**config.mk**
```make
export PLATFORM = sky130hd
export DESIGN_NAME = bin_to_bcd4_seq
export DESIGN_NICKNAME = d
export VERILOG_FILES = /design/src/rtl/bin_to_bcd4_seq.sv
export SDC_FILE = /design/constraint.sdc
export NUM_CORES = 1
export LEC_CHECK = 0
export CORE_MARGIN = 2
export CORE_UTILIZATION = 44
export CTS_BUF_LIST = sky130_fd_sc_hd__clkbuf_8
export CTS_CLUSTER_DIAMETER = 30
export DETAILED_ROUTE_END_ITERATION = 8
export PLACE_DENSITY = 0.73
export SYNTH_ARGS = -nofsm -noshare
export SYNTH_HDL_FRONTEND = slang
export SYNTH_SLANG_ARGS = --single-unit
```
**constraint.sdc**
```tcl
create_clock -name clk -period 1.7 [get_ports clk]
set_input_delay 0.425 -clock clk [delete_from_list [all_inputs] [get_ports clk]]
set_output_delay 0.425 -clock clk [all_outputs]
set_load 0.1 [all_outputs]
```
**src/rtl/bin_to_bcd4_seq.sv**
```systemverilog
`default_nettype none
// ============================================================================
// Module   : bin_to_bcd4_seq
// Purpose  : Bit-serial double-dabble converter, unsigned binary -> 4 BCD
//            digits over valid/ready. Optional leading-zero blanking mask
//            enabled by defining BIN2BCD_LZB_EN.
// Revision : 1.0 - initial release
// ============================================================================
module bin_to_bcd4_seq #(
  parameter int WIDTH = 8
) (
  input  logic             clk,
  input  logic             rst,
  input  logic             in_valid,
  output logic             in_ready,
  input  logic [WIDTH-1:0] in_bin,
  output logic             out_valid,
  output logic [3:0]       bcd3,
  output logic [3:0]       bcd2,
  output logic [3:0]       bcd1,
  output logic [3:0]       bcd0,
  output logic             ovf,
  output logic [3:0]       blank
);

  localparam int                 CNT_W      = $clog2(WIDTH + 1);
  localparam logic [CNT_W-1:0]   C_CNT_LOAD = CNT_W'(WIDTH);
  localparam logic [CNT_W-1:0]   C_CNT_ONE  = CNT_W'(1);
  localparam logic [15:0]        C_SAT      = 16'h9999;

  typedef enum logic [0:0] {
    IDLE  = 1'b0,
    SHIFT = 1'b1
  } state_t;

  state_t            state_q, state_d;
  logic [WIDTH-1:0]  bin_q, bin_d;
  logic [15:0]       scr_q, scr_d;
  logic [CNT_W-1:0]  cnt_q, cnt_d;
  logic              ovf_pend_q, ovf_pend_d;
  logic [15:0]       res_q, res_d;
  logic              ovf_q, ovf_d;
  logic              valid_q, valid_d;
  logic [15:0]       corr;
  logic              in_ovf;

  // Overflow is decided once at acceptance; the scratch register is too
  // narrow to hold a fifth digit, so the final digits are simply replaced.
  assign in_ovf = (32'(in_bin) > 32'd9999);

  always_comb begin
    corr = scr_q;
    for (int i = 0; i < 4; i++) begin
      if (scr_q[4*i +: 4] >= 4'd5) begin
        corr[4*i +: 4] = scr_q[4*i +: 4] + 4'd3;
      end
    end
  end

  always_comb begin
    state_d    = state_q;
    bin_d      = bin_q;
    scr_d      = scr_q;
    cnt_d      = cnt_q;
    ovf_pend_d = ovf_pend_q;
    res_d      = res_q;
    ovf_d      = ovf_q;
    valid_d    = 1'b0;
    case (state_q)
      IDLE: begin
        if (in_valid) begin
          bin_d      = in_bin;
          scr_d      = '0;
          cnt_d      = C_CNT_LOAD;
          ovf_pend_d = in_ovf;
          state_d    = SHIFT;
        end
      end
      SHIFT: begin
        scr_d = (corr << 1) | 16'(bin_q[WIDTH-1]);
        bin_d = bin_q << 1;
        cnt_d = cnt_q - C_CNT_ONE;
        if (cnt_q == C_CNT_ONE) begin
          state_d = IDLE;
          valid_d = 1'b1;
          ovf_d   = ovf_pend_q;
          res_d   = ovf_pend_q ? C_SAT : ((corr << 1) | 16'(bin_q[WIDTH-1]));
        end
      end
      default: state_d = IDLE;
    endcase
  end

  always_ff @(posedge clk or posedge rst) begin
    if (rst) begin
      state_q    <= IDLE;
      bin_q      <= '0;
      scr_q      <= '0;
      cnt_q      <= '0;
      ovf_pend_q <= 1'b0;
      res_q      <= '0;
      ovf_q      <= 1'b0;
      valid_q    <= 1'b0;
    end else begin
      state_q    <= state_d;
      bin_q      <= bin_d;
      scr_q      <= scr_d;
      cnt_q      <= cnt_d;
      ovf_pend_q <= ovf_pend_d;
      res_q      <= res_d;
      ovf_q      <= ovf_d;
      valid_q    <= valid_d;
    end
  end

  assign in_ready  = (state_q == IDLE);
  assign out_valid = valid_q;
  assign bcd3      = res_q[15:12];
  assign bcd2      = res_q[11:8];
  assign bcd1      = res_q[7:4];
  assign bcd0      = res_q[3:0];
  assign ovf       = ovf_q;

`ifdef BIN2BCD_LZB_EN
  logic [3:0] blank_q, blank_d;

  // Units digit is never blanked so a zero value still shows "0".
  always_comb begin
    blank_d = blank_q;
    if (valid_d) begin
      blank_d[3] = (res_d[15:12] == 4'd0);
      blank_d[2] = blank_d[3] && (res_d[11:8] == 4'd0);
      blank_d[1] = blank_d[2] && (res_d[7:4] == 4'd0);
      blank_d[0] = 1'b0;
    end
  end

  always_ff @(posedge clk or posedge rst) begin
    if (rst) begin
      blank_q <= 4'b0000;
    end else begin
      blank_q <= blank_d;
    end
  end

  assign blank = blank_q;
`else
  assign blank = 4'b0000;
`endif

endmodule
`default_nettype wire

```
== After elaboration in Yosys (flattened, before gate mapping) ==
Index checks and enable logic that the tools add are counted.
Storage, ports and cells
  input port bits: 11
  register bits: 46
  word-level logic and storage cells: 35
  output and inout bits: 23
Operators by class
  muxes and demuxes: 15
  equal/unequal tests: 2
  $add $sub $neg: 5
  bitwise logic cells: 2
  magnitude comparators: 4
  reductions and logical operators: 1
Operator list (number)
  $pmux W16 S2: 1
  $ge A4 B3 Y1 const B: 4
  $mux W16: 1
  $mux W4: 4
  $or A16 B1 Y16: 1
  $pmux W8 S2: 1
  $add A4 B2 Y4 const B: 3
  $mux W8: 1
  $pmux W4 S2: 1
  $eq A4 B1 Y1 const B: 1
  $mux W1: 4
  $sub A4 B1 Y4 const B: 1
  $add A3 B2 Y3 const B: 1
  $mux W3: 1
  $ne A2 B2 Y1 const B: 1
  $pmux W1 S2: 1
  $reduce_and A2 Y1: 1
  $not A1 Y1: 1

== Logic depth before layout (Yosys ltp) ==
Gate-level depths: netlist of the first run.
  depth after elaboration: 4
  gate-level depth with buffers: 7
  depth with buffers taken out: 6

== Least setup slack after synthesis of the first run ==
Ideal clock, no wire load.
  path type: register to output
  start: register state_q
  end: output in_ready
  arrival: 1.554 ns
  setup slack: -0.279 ns
  cell stages (with the launch flop): 3
  required time: 1.275 ns
  buffers on the path: 1
  cells stage by stage: dfrtp_1 inv_2 clkbuf_1
On the way
  cells in the longest elaborated chain, start to end: 1
Ends and longest elaborated chain
  from (decl): line 36  | state_t state_q, state_d;
  from (signal assigned): line 105  | state_q <= state_d;
  $not A1 Y1
  to (decl): line 15  | output logic in_ready,
No other way between the ends.

== Worst setup path after layout of the first run ==
Ends and elaborated chain as after synthesis.

==> metrics.md, run 1 <==
| Metric | Value |
|---|---|
| Met1 GRT Util | 0.213 |
| Critical path data arrival time | roughly 1.2 ns |
| Initial drt markers | 77 |
| Layout cell share with drive strength beyond 1 | 0.194 |
| Most frequent cells in the layout | dfrtp_1, nand2_1, o21ai_0, buf_12, o22ai_1 |
| Synthesized area | ~2200 sq um |
| Final Cycle Share | 0.956 |
| H-tree depth | 2 |
| Critical Path RT | 1.27 ns |
| CTS Buf Count | 5 |
| Multi-input gate area | 951 sq um |
| Commonest non-fill, non-tap cell in the layout | dfrtp_1 |
| Drt pass-1 iters | 4 |
| Max Cap Violations | 0 |
| Worst setup EP type | primary output |
| Gate Count Post-Synth | between 200 and 250 |
| Via count | 1579 |
| Die ar. | ~5700 sq um |
| Gr usage total | 0.163 |
| Crit Path Class | register to primary output |
| # rows | 25 |
| Avg Vias per Cell | just under 5 |
| Top Usage Layer GRT | met2 |
| Skew-Pair Late Insertion Delay | 0.30 ns |
| Antenna violations before repair | 0 |
| Final Cell Area | ~2900 sq um |
| Fill cells | approximately 420 |
| Status | finished, final reports clean |
| Global-route wire length before repair | about 7 mm |
| Distinct cells, synth | 30 |
| Startpoint Class | register |
| Worst R2R Path Depth | 6 |
| CTS Sinks | between 40 and 50 |
| Slack of the worst reg-to-reg path | roughly 0.11 ns |
| Avg WL per Cell | 12.2 um |
| M2 GR Usage | 0.262 |
| DRC | 0 |
| Post-CTS Hold Fix Bufs | 0 |
| Final hold violation count | 0 |
| GR Overflow Total | 0 |
| Core box area | just under 5000 sq um |
| Post-route antenna net violation count | 0 |
| FF-to-FF Start | scr_q[0]$_DFFE_PP0P_ |
| Avg Synthesized Cell Area | around 10 sq um |
| Maximum clock frequency | around 620 MHz |
| Max clock buf depth | 2 |
| Initial Util | 0.463 |
| Die width | approximately 75 um |
| DP Area | 2770 sq um |
| #FFs+latches synth | 46 |
| Grt met3 use | 0.0442 |
| Max FO, Critical Path | 11 |
| Number of global-route vias before repair | 1585 |
| Final setup violation count | 0 |
| Seq/Total Area, Yosys | 0.516 |
| # diodes | 0 |
| TritonCTS clock tree | built |
| Dpl hpwl | 2.82 mm |
| Post-Route Skew | between 0.006 and 0.007 ns |
| I/O Buffers | 28 |
| FF-to-FF End | res_q[2]$_DFFE_PP0P_ |
| Io pins | 34 |
| Post-CTS setup buffers | 0 |
| Register area | ~1200 sq um |
| WL final | a little under 4 mm |
| Die span in y | roughly 75 um |
| Post_cts resized | 0 |
| Clk root buf | clkbuf_8 |
| Min cycle time layout | 1.63 ns |
| Tightest Hold Check Type | primary input to asynchronous set/reset pin |
| Largest net degree at the start of global routing | 47 |
| Fin nets | 274 |
| Yosys warns | 0 |
| Placer Congestion | 0.833 |
| Max-slew violations | 0 |
| Clk slew on worst S/H paths | approximately 0.080 ns |
| Area grow syn2layout | 29.9% |
[sequential cells by signal, indices dropped and copies added, names as in the netlist]
name       flops
res_q         16
scr_q         16
bin_q          8
cnt_q          4
out_valid      1
state_q        1
[worst max-delay path by stage]
stage	cells past startpoint	startpoint	to
4_1_cts	6	scr_q[0]$_DFFE_PP0P_	res_q[2]$_DFFE_PP0P_
2_1_floorplan	1	rst	bin_q[0]$_DFFE_PP0P_
3_3_place_gp	4	in_valid	bin_q[1]$_DFFE_PP0P_
3_5_place_dp	6	scr_q[0]$_DFFE_PP0P_	res_q[2]$_DFFE_PP0P_
5_1_grt	2	state_q$_DFF_PP0_	in_ready
6_report	2	state_q$_DFF_PP0_	in_ready
[layer usage]
layer / vias up / routed length [um]
li1: 798 / -
met1: 744 / 1820
met2: 30 / 1900
met3: 7 / 125
met4: 0 / 70
met5: - / 0
[synth_stat cells]
cell type	n	area share
nor3_1	4	0.0090
o31ai_1	1	0.0034
dfrtp_1	46	0.52
inv_1	14	0.024
or3_1	1	0.0028
inv_4	1	0.0028
ha_1	10	0.056
buf_6	1	0.0051
xnor2_1	6	0.024
nand3_4	1	0.0079
nand2b_1	4	0.011
a21oi_2	2	0.0079
mux2_2	5	0.025
a22o_1	2	0.0079
nor3b_1	4	0.013
o21ai_0	19	0.043
clkbuf_1	3	0.0051
mux2i_1	10	0.045
o22ai_1	13	0.036
nor2_2	1	0.0028
conb_1	1	0.0017
nand2_1	35	0.059
a31oi_1	3	0.0084
nor2_1	9	0.015
a21o_1	2	0.0067
a21oi_1	10	0.022
buf_2	6	0.013
inv_2	1	0.0017
mux2_4	1	0.0067
buf_4	5	0.017
[worst max-delay path, stage by stage (launching register included)]
cell and delay, ns:
dfrtp_1 0.57, inv_4 0.13, buf_12 0.19
[cells by family (layout without fill, tap and decap cells)]
logic type / after synthesis / after routing / share of synthesized area
adders and majority gates: 10 / 10 / 0.0561
muxes: 16 / 16 / 0.0769
other: 1 / 5 / 0.00168
and+or+nand+nor: 59 / 59 / 0.121
DFF: 46 / 46 / 0.516
xor gates and xnor gates: 6 / 6 / 0.0236
buffers and inverters: 31 / 59 / 0.0685
AOI/OAI and AO/OA: 52 / 52 / 0.136
[final cells by class]
type / count / area share
well taps: 67 / 0.0289
inverters: 16 / 0.0225
multi-input cells: 148 / 0.328
clock buffers: 6 / 0.0285
repair buffers: 36 / 0.184
clock inverters: 1 / 0.0104
flip-flops and latches: 46 / 0.397
[per-stage QoR]
step           std cells   TNS (ns)  hold WS, ns   util  worst slack (ns)
2_1_floorplan        225          0        0.449      -             0.187
3_3_place_gp         313          0        0.461  0.575             0.148
3_5_place_dp         313          0        0.471  0.575            0.0409
4_1_cts              320          0        0.470  0.599          0.000388
5_1_grt              320  -0.000384        0.500  0.601         -0.000384
6_report             320          0        0.462  0.601            0.0746
Power of run 1 is not shown: default switching activity piles up to over one toggle a cycle in this logic, so the estimate is an artifact.
==> inputs of run 2 (changes only) <==
--- a/config.mk
+++ b/config.mk
@@ -5,6 +5,7 @@
 export SDC_FILE = /design/constraint.sdc
 export NUM_CORES = 1
 export LEC_CHECK = 0
+export CAP_MARGIN = 20
 export CORE_MARGIN = 2
 export CORE_UTILIZATION = 44
 export CTS_BUF_LIST = sky130_fd_sc_hd__clkbuf_8
==> results of run 2 <==
Same layout as run 1: the final DEF is identical, and so are final timing and power.
Power of run 2 is left out for the same reason.
==> inputs of run 3 (changes only) <==
--- a/config.mk
+++ b/config.mk
@@ -10,8 +10,9 @@
 export CORE_UTILIZATION = 44
 export CTS_BUF_LIST = sky130_fd_sc_hd__clkbuf_8
 export CTS_CLUSTER_DIAMETER = 30
+export CTS_CLUSTER_SIZE = 25
 export DETAILED_ROUTE_END_ITERATION = 8
-export PLACE_DENSITY = 0.73
+export PLACE_DENSITY = 0.67
 export SYNTH_ARGS = -nofsm -noshare
 export SYNTH_HDL_FRONTEND = slang
 export SYNTH_SLANG_ARGS = --single-unit
==> run 3 against run 2 <==
Against the previous run: sequential share of layout area up 0.39 points; setup slack better by 0.040 ns; register-to-register slack about the same; critical path type unchanged.
==> metrics.md, run 3 (synthesis results as in run 1) <==
| Metric | Value |
|---|---|
| Commonest non-fill, non-tap cell in the layout | dfrtp_1 |
| Worst R2R Path Depth | 6 |
| Io pins | 34 |
| Gr usage total | 0.160 |
| Placer Congestion | roughly 0.75 |
| Core box area | 4820 sq um |
| Fill cells | approximately 400 |
| Post-Route Skew | approximately 0.0062 ns |
| Dpl hpwl | 2.80 mm |
| Layout cell share with drive strength beyond 1 | 0.189 |
| # diodes | 0 |
| Final hold violation count | 0 |
| Biggest regs | res_q x16, scr_q x16, bin_q x8 |
| Most frequent cells in the layout | dfrtp_1, nand2_1, o21ai_0, buf_12, inv_1 |
| Max Cap Violations | 0 |
| Antenna violations before repair | 0 |
| Global-route wire length before repair | just under 7 mm |
| Largest net degree at the start of global routing | 47 |
| Worst stage delay on the critical path | 0.50 ns |
| Max FO, Critical Path | 9 |
| Worst setup EP type | primary output |
| Tightest Hold Check Type | primary input to asynchronous set/reset pin |
| Final WS setup | roughly 0.11 ns |
| Sum Neg Setup Slack | 0 ns |
| # rows | 25 |
| Grt met3 use | 0.0361 |
| TritonCTS clock tree | built |
| Number of global-route vias before repair | between 1000 and 1500 |
| Maximum clock frequency | around 630 MHz |
| Avg WL per Cell | 12.2 um |
| Min cycle time layout | roughly 1.6 ns |
| Status | finished, final reports clean |
| Max clock buf depth | 2 |
| Slack of the worst reg-to-reg path | approximately 0.12 ns |
| Drt pass-1 iters | 4 |
| Post-route antenna net violation count | 0 |
| Critical Path RT | around 1.3 ns |
| WP depth | 2 |
| I/O Buffers | 28 |
| Die width | between 70 and 80 um |
| CP Buf/Inv Count | 2 |
| FF-to-FF Start | scr_q[0]$_DFFE_PP0P_ |
| Fin nets | approximately 270 |
| M2 GR Usage | 0.247 |
| Clk slew on worst S/H paths | approximately 0.08 ns |
| Skew-Pair Late Insertion Delay | 0.29 ns |
| CP Cell Sequence | inv_2 -> buf_12 |
| H-tree depth | 2 |
| Clk root buf | clkbuf_8 |
| Final Cycle Share | 0.932 |
| Via count | 1598 |
| Initial drt markers | 54 |
| Top Usage Layer GRT | met2 |
| CTS Sinks | 46 |
| DP Worst Slack | slightly below 0.09 ns |
| Final setup violation count | 0 |
| Max-slew violations | 0 |
| Met1 GRT Util | 0.219 |
| WHS | ~0.47 ns |
| FF-to-FF End | scr_q[2]$_DFFE_PP0P_ |
| Crit Path Class | register to primary output |
| Die span in y | between 70 and 80 um |
| Initial Util | 0.463 |
| WL final | ~3.9 mm |
| Post-CTS setup buffers | 0 |
| CTS Buf Count | 5 |
| Die ar. | 5650 sq um |
| Area grow syn2layout | 28.8% |
| CP max stage cell | dfrtp_2 |
| Startpoint Class | register |
| GR Overflow Total | 0 |
| Critical path data arrival time | ~1.2 ns |
| Avg Vias per Cell | ~5 |
| DRC | 0 |
| CP delay by family, top | flip-flops |
## run 3: worst max-delay path by stage
stage                               startpoint  slack [ns]                   end
after CTS                    state_q$_DFF_PP0_        0.04              in_ready
final                        state_q$_DFF_PP0_        0.11              in_ready
after floorplan                            rst        0.19  bin_q[0]$_DFFE_PP0P_
after global routing      scr_q[1]$_DFFE_PP0P_       -0.02  res_q[2]$_DFFE_PP0P_
after detailed placement  scr_q[4]$_DFFE_PP0P_        0.09  res_q[6]$_DFFE_PP0P_
after global placement                in_valid        0.12  bin_q[3]$_DFFE_PP0P_
## run 3: cell type report
cell class	instances	area [sq um]	share of cell area
well taps	67	83.8	0.0292
clock buffers	6	82.6	0.0288
multi-input cells	148	948	0.330
clock inverters	2	8.76	0.00305
inverters	16	62.6	0.0218
repair buffers	36	533	0.186
flip-flops and latches	46	1150	0.401
## run 3: worst reg2reg max path, stage by stage (launching register included)
cell      delay [ns]
dfrtp_1         0.40
inv_1           0.12
ha_1            0.20
nand2b_1        0.09
a21oi_2         0.19
mux2_2          0.36
o22ai_1         0.15
## run 3: repair_timing
action | CTS | global route
endpoints found under the setup margin | 0 | 4
hold buffers | 0 | 0
gates resized for setup | 0 | 3
hold endpoints to repair | 0 | 0
## run 3: layer usage
metal  routed length (um)  part of all wire
met5                    0                 0
met4                   69             0.018
met3                  129             0.033
met2                 1870              0.48
met1                 1840              0.47
## run 3: per-stage QoR
stage,cell area (sq um),util,std cells
after floorplan,2250,-,225
after global placement,2770,0.575,313
after detailed placement,2770,0.575,313
after CTS,2860,0.594,321
after global routing,2870,0.596,321
final,2870,0.596,321
Power of run 3 is left out for the same reason.
